==> src/rtl/keypad_scanner.sv <==
// 4x4 active-low matrix keypad scanner: walks the columns, freezes on a pressed key,
// feeds the debouncer with key_down and accepts one key per press from key_stb.
module keypad_scanner #(
   parameter int SCAN_DIV   = 1000,
   parameter int REL_CYCLES = 32
) (
   input  logic       clk,
   input  logic       rst,
   input  logic [3:0] rows,
   output logic [3:0] cols,
   output logic       key_down,
   input  logic       key_stb,
   output logic [3:0] key_code,
   output logic       key_valid
);

   localparam int DW = $clog2(SCAN_DIV);
   localparam int RW = $clog2(REL_CYCLES + 1);
   localparam logic [DW-1:0] DWELL_LAST = DW'(SCAN_DIV - 1);
   localparam logic [DW-1:0] DWELL_ONE  = DW'(1);
   localparam logic [RW-1:0] REL_MAX    = RW'(REL_CYCLES);
   localparam logic [RW-1:0] REL_ONE    = RW'(1);

   typedef enum logic [1:0] {
      SCAN     = 2'd0,
      HOLD     = 2'd1,
      WAIT_REL = 2'd2
   } state_t;

   state_t        state_r;
   logic [3:0]    rows_meta_r;
   logic [3:0]    rows_s;
   logic [1:0]    col_idx_r;
   logic [1:0]    row_idx_r;
   logic [DW-1:0] dwell_r;
   logic [RW-1:0] rel_r;

   logic          row_hi_s;
   logic [RW-1:0] rel_next_s;
   logic          rel_hit_s;
   logic [2:0]    low_s;
   logic [1:0]    col_inc_s;

   // Returns {found, index} of the lowest-index low row line.
   function automatic logic [2:0] first_low(input logic [3:0] r);
      logic [2:0] res;
      res = 3'b000;
      if (r[0] == 1'b0) begin
         res = 3'b100;
      end else if (r[1] == 1'b0) begin
         res = 3'b101;
      end else if (r[2] == 1'b0) begin
         res = 3'b110;
      end else if (r[3] == 1'b0) begin
         res = 3'b111;
      end else begin
         res = 3'b000;
      end
      return res;
   endfunction

   // Two-flop synchronizer for the asynchronous row lines.
   always_ff @(posedge clk) begin
      if (rst) begin
         rows_meta_r <= 4'hF;
         rows_s      <= 4'hF;
      end else begin
         rows_meta_r <= rows;
         rows_s      <= rows_meta_r;
      end
   end

   // Release counter saturates at REL_CYCLES so a hit on the strobe-wins cycle is still seen in WAIT_REL.
   always_comb begin
      row_hi_s = rows_s[row_idx_r];
      if (row_hi_s == 1'b0) begin
         rel_next_s = '0;
      end else if (rel_r == REL_MAX) begin
         rel_next_s = REL_MAX;
      end else begin
         rel_next_s = rel_r + REL_ONE;
      end
      rel_hit_s = (rel_next_s == REL_MAX);
      low_s     = first_low(rows_s);
      col_inc_s = col_idx_r + 2'd1;
   end

   // Scan / hold / wait-for-release state machine with registered outputs.
   always_ff @(posedge clk) begin
      if (rst) begin
         state_r   <= SCAN;
         col_idx_r <= 2'd0;
         row_idx_r <= 2'd0;
         cols      <= 4'b1110;
         dwell_r   <= '0;
         rel_r     <= '0;
         key_down  <= 1'b0;
         key_code  <= 4'h0;
         key_valid <= 1'b0;
      end else begin
         key_valid <= 1'b0;
         case (state_r)
            SCAN: begin
               key_down <= 1'b0;
               rel_r    <= '0;
               if (dwell_r == DWELL_LAST) begin
                  dwell_r <= '0;
                  if (low_s[2]) begin
                     row_idx_r <= low_s[1:0];
                     state_r   <= HOLD;
                  end else begin
                     col_idx_r <= col_inc_s;
                     cols      <= ~(4'b0001 << col_inc_s);
                  end
               end else begin
                  dwell_r <= dwell_r + DWELL_ONE;
               end
            end
            HOLD: begin
               // A strobe on the release-hit cycle still accepts the key.
               if (key_stb) begin
                  rel_r     <= rel_next_s;
                  key_down  <= ~row_hi_s;
                  key_code  <= {row_idx_r, col_idx_r};
                  key_valid <= 1'b1;
                  state_r   <= WAIT_REL;
               end else if (rel_hit_s) begin
                  rel_r     <= '0;
                  key_down  <= 1'b0;
                  col_idx_r <= col_inc_s;
                  cols      <= ~(4'b0001 << col_inc_s);
                  state_r   <= SCAN;
               end else begin
                  rel_r    <= rel_next_s;
                  key_down <= ~row_hi_s;
               end
            end
            WAIT_REL: begin
               if (rel_hit_s) begin
                  rel_r     <= '0;
                  key_down  <= 1'b0;
                  col_idx_r <= col_inc_s;
                  cols      <= ~(4'b0001 << col_inc_s);
                  state_r   <= SCAN;
               end else begin
                  rel_r    <= rel_next_s;
                  key_down <= ~row_hi_s;
               end
            end
            default: begin
               state_r   <= SCAN;
               col_idx_r <= 2'd0;
               cols      <= 4'b1110;
               dwell_r   <= '0;
               rel_r     <= '0;
               key_down  <= 1'b0;
            end
         endcase
      end
   end

endmodule
==> config.mk <==
export PLATFORM = sky130hd
export DESIGN_NAME = keypad_scanner
export DESIGN_NICKNAME = d
export VERILOG_FILES = /design/src/rtl/keypad_scanner.sv
export SDC_FILE = /design/constraint.sdc
export NUM_CORES = 1
export LEC_CHECK = 0
export ABC_CLOCK_PERIOD_IN_PS = 5400
export BUFFER_PORTS_ARGS = -buffer_cell sky130_fd_sc_hd__buf_4
export CAP_MARGIN = 20
export CORE_AREA = 2 2 53 75
export CTS_CLUSTER_SIZE = 25
export DETAILED_ROUTE_END_ITERATION = 7
export DIE_AREA = 0 0 55 77
export PLACE_DENSITY = 0.7
export SKIP_LAST_GASP = 1
export SYNTH_ARGS = -nofsm -noshare
export SYNTH_HDL_FRONTEND = slang
export SYNTH_SLANG_ARGS = --single-unit
==> constraint.sdc <==
create_clock -name clk -period 5.4 [get_ports clk]
set_input_delay 0.54 -clock clk [delete_from_list [all_inputs] [get_ports clk]]
set_output_delay 0.54 -clock clk [all_outputs]
set_load 0.02 [all_outputs]
==> Word level (Yosys, flattened, before mapping) <==
Cells that the tools add are included.
{ "totals": {"reg_bits": 40, "in_bits": 7, "output_inout_bits": 10} }
{ "op_classes": {"eq_ne": 9, "n_mux": 32, "addsub": 3, "n_shift": 1, "reduce_logical": 7, "order_cmp": 1, "bitwise_logic": 3} }
{ "ops": {"columns": ["operator", "n"], "rows": [
  ["6-bit 2-to-1 mux", 4],
  ["10-bit one-hot mux with 2 select lines", 1],
  ["2-bit 2-to-1 mux", 8],
  ["4-bit 2-to-1 mux", 4],
  ["6-bit == test (second input constant)", 2],
  ["3-bit 2-to-1 mux", 4],
  ["2-bit one-hot mux with 3 select lines", 2],
  ["4-bit one-hot mux with 3 select lines", 1],
  ["6-bit one-hot mux with 2 select lines", 1],
  ["10-bit by 1-bit adder with 10-bit output (second input constant)", 1],
  ["10-bit == test (second input constant)", 1],
  ["10-bit 2-to-1 mux", 1],
  ["2-bit inequality test (second input constant)", 4],
  ["6-bit by 1-bit adder with 6-bit output (second input constant)", 1],
  ["3-bit AND reduction", 2],
  ["1-bit 2-to-1 mux", 4],
  ["4-bit inverter", 1],
  ["2-bit AND reduction", 2],
  ["2-bit OR reduction", 2],
  ["1-bit by 2-bit left shift with 4-bit output (first input constant)", 1],
  ["2-bit by 3-bit less-than comparator with 1-bit output (second input constant)", 1],
  ["2-bit by 1-bit adder with 2-bit output (second input constant)", 1],
  ["1-bit binary-select mux with 2-bit select", 1],
  ["2-bit by 1-bit == test with 1-bit output (second input constant)", 1],
  ["other kinds (4)", 5]
]} }

==> Depth between registers and ports, before layout <==
{ "logic_depth": {"word_depth": 7, "depth_mapped": 8, "ltp_nobuf": 7} }

==> Least setup slack after synthesis <==
No wires, ideal clock.
{ "synth_timing": {"path_type": "reg-to-reg", "startpoint": "register rel_r[0]", "endpoint": "register col_idx_r[0]", "period_less_slack_ns": 2.133, "setup_slack_ns": 3.267, "path_stages_with_launch": 8, "required_ns": 5.279, "arrival_time_ns": 2.012, "path_cell_list": "dfxtp_1 -> inv_1 -> ha_1 -> o32ai_1 -> o2111ai_2 -> a221o_1 -> buf_6 -> mux2_4"} }
{ "synth_between": {"elab_chain_len": 7, "elab_cells_between_ends": 8, "classes_between": "1 x add/sub; 2 x eq/ne; 5 x mux"} }
{ "synth_rtl": {"columns": ["item", "line_no", "text"], "rows": [
  ["start, declared", "36", "logic [RW-1:0] rel_r;"],
  ["start signal, assigned", "122", "rel_r <= rel_next_s;"],
  ["start signal, assigned", "134", "rel_r <= rel_next_s;"],
  ["start signal, assigned", "146", "rel_r <= rel_next_s;"],
  ["6-bit by 1-bit adder with 6-bit output or 6-bit == test (tied branches)", "81, 78", null],
  ["6-bit 2-to-1 mux (*)", "78", "end else if (rel_r == REL_MAX) begin"],
  ["6-bit 2-to-1 mux (*)", "76", "if (row_hi_s == 1'b0) begin"],
  ["6-bit == test (*)", "83", "rel_hit_s = (rel_next_s == REL_MAX);"],
  ["2-bit 2-to-1 mux (*)", null, null],
  ["2-bit 2-to-1 mux", null, null],
  ["2-bit one-hot mux with 3 select lines (*)", null, null],
  ["end signal, assigned", "112", "col_idx_r <= col_inc_s;"],
  ["end signal, assigned", "130", "col_idx_r <= col_inc_s;"],
  ["end signal, assigned", "142", "col_idx_r <= col_inc_s;"],
  ["end, declared", "33", "logic [1:0] col_idx_r;"]
]} }
Every way passes the cells marked *; elsewhere a longest branch is shown, timed or not. The select of a mux whose other input is x is not followed.
A chain may end at the register's enable or synchronous reset.

==> Final worst setup path <==
Ends and elaborated chain as after synthesis.

==> impl_metrics.json <==
{
  "status": "finished, final reports clean",
  "track_usage_pct": 18.08,
  "grt_pass1_wl_um": 5651,
  "p_comb_share_pct": 3.6,
  "stdcell_area_um2": 2051,
  "fmax_mhz": 423.1,
  "worstPathMaxFanout": 6,
  "routed-via-count": 1378,
  "p_int_uw": 396.7,
  "netlist_instances": 193,
  "grt_antenna_before_repair": 0,
  "die_h_um": 77,
  "core_um2": 3578,
  "r2r_slack_ns": 3.04,
  "worst_ir_drop_vdd_mv": 0.2522,
  "fin_crit_ns": 2.363,
  "via_per_inst": 5.468,
  "fill_cells": 332,
  "cts_tree": "built",
  "rows": 26,
  "clockBufferDepth": 2,
  "ctsHoldBuffers": 0,
  "min_path_type": "reg2reg",
  "cts_resized": 0,
  "grt_pass1_vias": 1321,
  "min_to": "rows_s[0]",
  "fin_nets": 228,
  "use_met2_pct": 30.36,
  "synthArstFlopShare_pct": 0,
  "clk_pin_slew_ns": 0.07,
  "grt-busiest-layer": "met2",
  "critPathKind": "reg2reg",
  "globalRouteMet1Util_pct": 20.55,
  "grt_overflow_total": 0,
  "slew_viol_final": 0,
  "htree_levels": 2,
  "die_w_um": 55,
  "yosys_warnings": 0,
  "drt_iter0_drc": 21,
  "power.share.sequential_pct": 60.2,
  "synth.distinct_cells": 41,
  "clk_root_buffer_cell": "clkbuf_8",
  "post_drt_wl_per_cell_um": 13.14,
  "grt_max_degree": 31,
  "power.leakage_uw": 0.0008563,
  "port_buffers": 16,
  "ant_nets": 0,
  "syn_area_um2": 1831,
  "num_io_pins": 17,
  "whs_path_depth": 1,
  "numCtsBuffers": 5,
  "clock_skew_ns": 0.004610,
  "wl_um": 3311,
  "min_period_over_period_pct": 43.76,
  "r2r-start": "rel_r[0]",
  "synth_edf_count": 0,
  "start_util_pct": 51.15,
  "fp.dieArea_um2": 4235,
  "drv_cap": 0,
  "dpl_cell_area_um2": 1973,
  "layout-drive-gt1-share_pct": 18.57,
  "cp_data_required_time_ns": 5.58,
  "drcViolationCount": 0,
  "tightest_slew_ns": 0.3956,
  "grtUsageMet3_pct": 4.280,
  "synth_nets": 211,
  "start_kind": "register",
  "min_from": "rows_meta_r[0]",
  "dp.final_hpwl_um": 2493,
  "end_kind": "register",
  "area.sequential_um2": 800.8,
  "arrival_ns": 2.54,
  "slew_headroom_pct": 72.94,
  "fin_tns_setup_ns": 0,
  "final-hold-violation-count": 0,
  "ff2ff_path_depth": 6,
  "place_congestion": 0.8143,
  "cts_setup_buffers": 0,
  "antennaDiodeCount": 0,
  "power_switching_uw": 107.6,
  "detail_route.first_pass.iterations": 4,
  "clock-sinks": 40,
  "rsz0062_at_grt": "no",
  "powerDensity_nw_per_um2": 245.9,
  "r2r-end": "col_idx_r[0]",
  "clock_latency_ns": 0.29,
  "ys_seq_area_share_pct": 43.75,
  "area_growth_pct": 12.03,
  "clock_power_share_pct": 36.2,
  "pre_cts_ws_ns": 3.060,
  "synth_seq_cells": 40,
  "avgSynthCellArea_um2": 9.484,
  "switching_share_pct": 21.33,
  "multi_input_area_um2": 962.2,
  "setup_violations": 0,
  "setup_ws_ns": 3.037,
  "ys.flop_type": "dfxtp_1"
}
==> flip-flops by register name, indices dropped and copies added (netlist names), 2 cells and up <==
register	count
cols	4
state_r	2
col_idx_r	2
rel_r	6
rows_s	4
key_code	4
row_idx_r	2
dwell_r	10
rows_meta_r	4
==> power groups by stage <==
stage / combinational [uW] / clock [uW] / sequential (uW)
6_report: 17.9 / 183 / 304
5_1_grt: 20.2 / 201 / 304
4_1_cts: 18.2 / 187 / 304
3_5_place_dp: 18.1 / 0 / 310
3_3_place_gp: 17.3 / 0 / 310
2_1_floorplan: 12.7 / 0 / 309
==> critical path: stages (launching register included) <==
cell,delay (ns)
dfxtp_1,0.42
inv_1,0.07
ha_1,0.31
o32ai_1,0.34
o2111ai_2,0.23
a221o_1,0.54
mux2_4,0.34
==> cell usage after synthesis, types with 3 or more instances <==
library cell,n,area share (%)
dfxtp_1,40,44
xor2_1,7,3.3
xnor2_1,6,2.9
o21ai_0,3,0.82
nand2b_1,4,1.4
inv_1,10,2.1
or2_2,9,3.1
nand3_1,4,1.1
a21oi_1,9,2.5
nand2_1,14,2.9
ha_1,11,7.5
and2_1,4,1.4
nand4b_1,3,1.4
nor3_1,4,1.1
mux2i_1,5,2.7
nor2b_1,3,1.0
and3_1,4,1.4
nand4_1,3,1.0
nor2_1,22,4.5
clkbuf_1,4,0.82
==> worst max-delay path by stage <==
stage	from	to	slack [ns]	depth (start not counted)
after CTS	rel_r[0]	col_idx_r[0]	3.05	6
after detailed placement	rel_r[0]	col_idx_r[0]	3.06	6
after floorplan	rel_r[0]	col_idx_r[0]	3.27	7
after global routing	rel_r[0]	cols[0]	2.96	6
after global placement	rel_r[0]	cols[0]	3.15	6
final	rel_r[0]	col_idx_r[0]	3.04	6
==> placed cells by master (no fill, tap or decap), drive strengths merged, types with 6 or more instances in the layout <==
cell type | netlist | layout
buf | 2 | 16
inv | 10 | 10
nand2 | 14 | 14
ha | 11 | 11
a21oi | 9 | 9
dfxtp | 40 | 40
clkbuf | 4 | 6
nor2 | 22 | 22
xnor2 | 6 | 6
xor2 | 7 | 7
or2 | 9 | 9
==> area by class of cell <==
class / count / share of cell area, %
Multi-Input combinational cell: 137 / 46.92
Sequential cell: 40 / 39.05
Timing Repair Buffer: 16 / 5.857
Clock buffer: 6 / 3.539
Tap cell: 42 / 2.563
Inverter: 10 / 1.830
Clock inverter: 1 / 0.2441
==> layer usage <==
metal,vias to the layer above,wire (um),share of wire [%]
met5,-,0,0
met3,5,127,3.8
met1,653,1344,41
met2,27,1769,53
li1,693,-,-
met4,0,70,2.1
==> kinds of logic (layout without fill, tap and decap cells) <==
| family | Yosys count | after routing | synth area share [%] |
|---|---|---|---|
| and+or+nand+nor | 82 | 82 | 24.54 |
| DFF | 40 | 40 | 43.75 |
| AOI/OAI and AO/OA | 23 | 23 | 8.681 |
| buffers and inverters | 16 | 33 | 3.691 |
| xor gates and xnor gates | 13 | 13 | 6.220 |
| adders and majority gates | 11 | 11 | 7.519 |
| muxes | 8 | 8 | 5.605 |
==> stage by stage <==
stage	hold slack, ns	total power [uW]	util [%]	std cells
detailed placement	0.3955	328.5	55.14	245
global placement	0.3908	327.5	55.14	245
global route	0.4269	525.7	57.31	252
finish	0.4091	504.2	57.31	252
CTS	0.4118	509.1	57.31	252
floorplan	0.3895	322.0	-	193
Power figures use the tool's default switching activity.
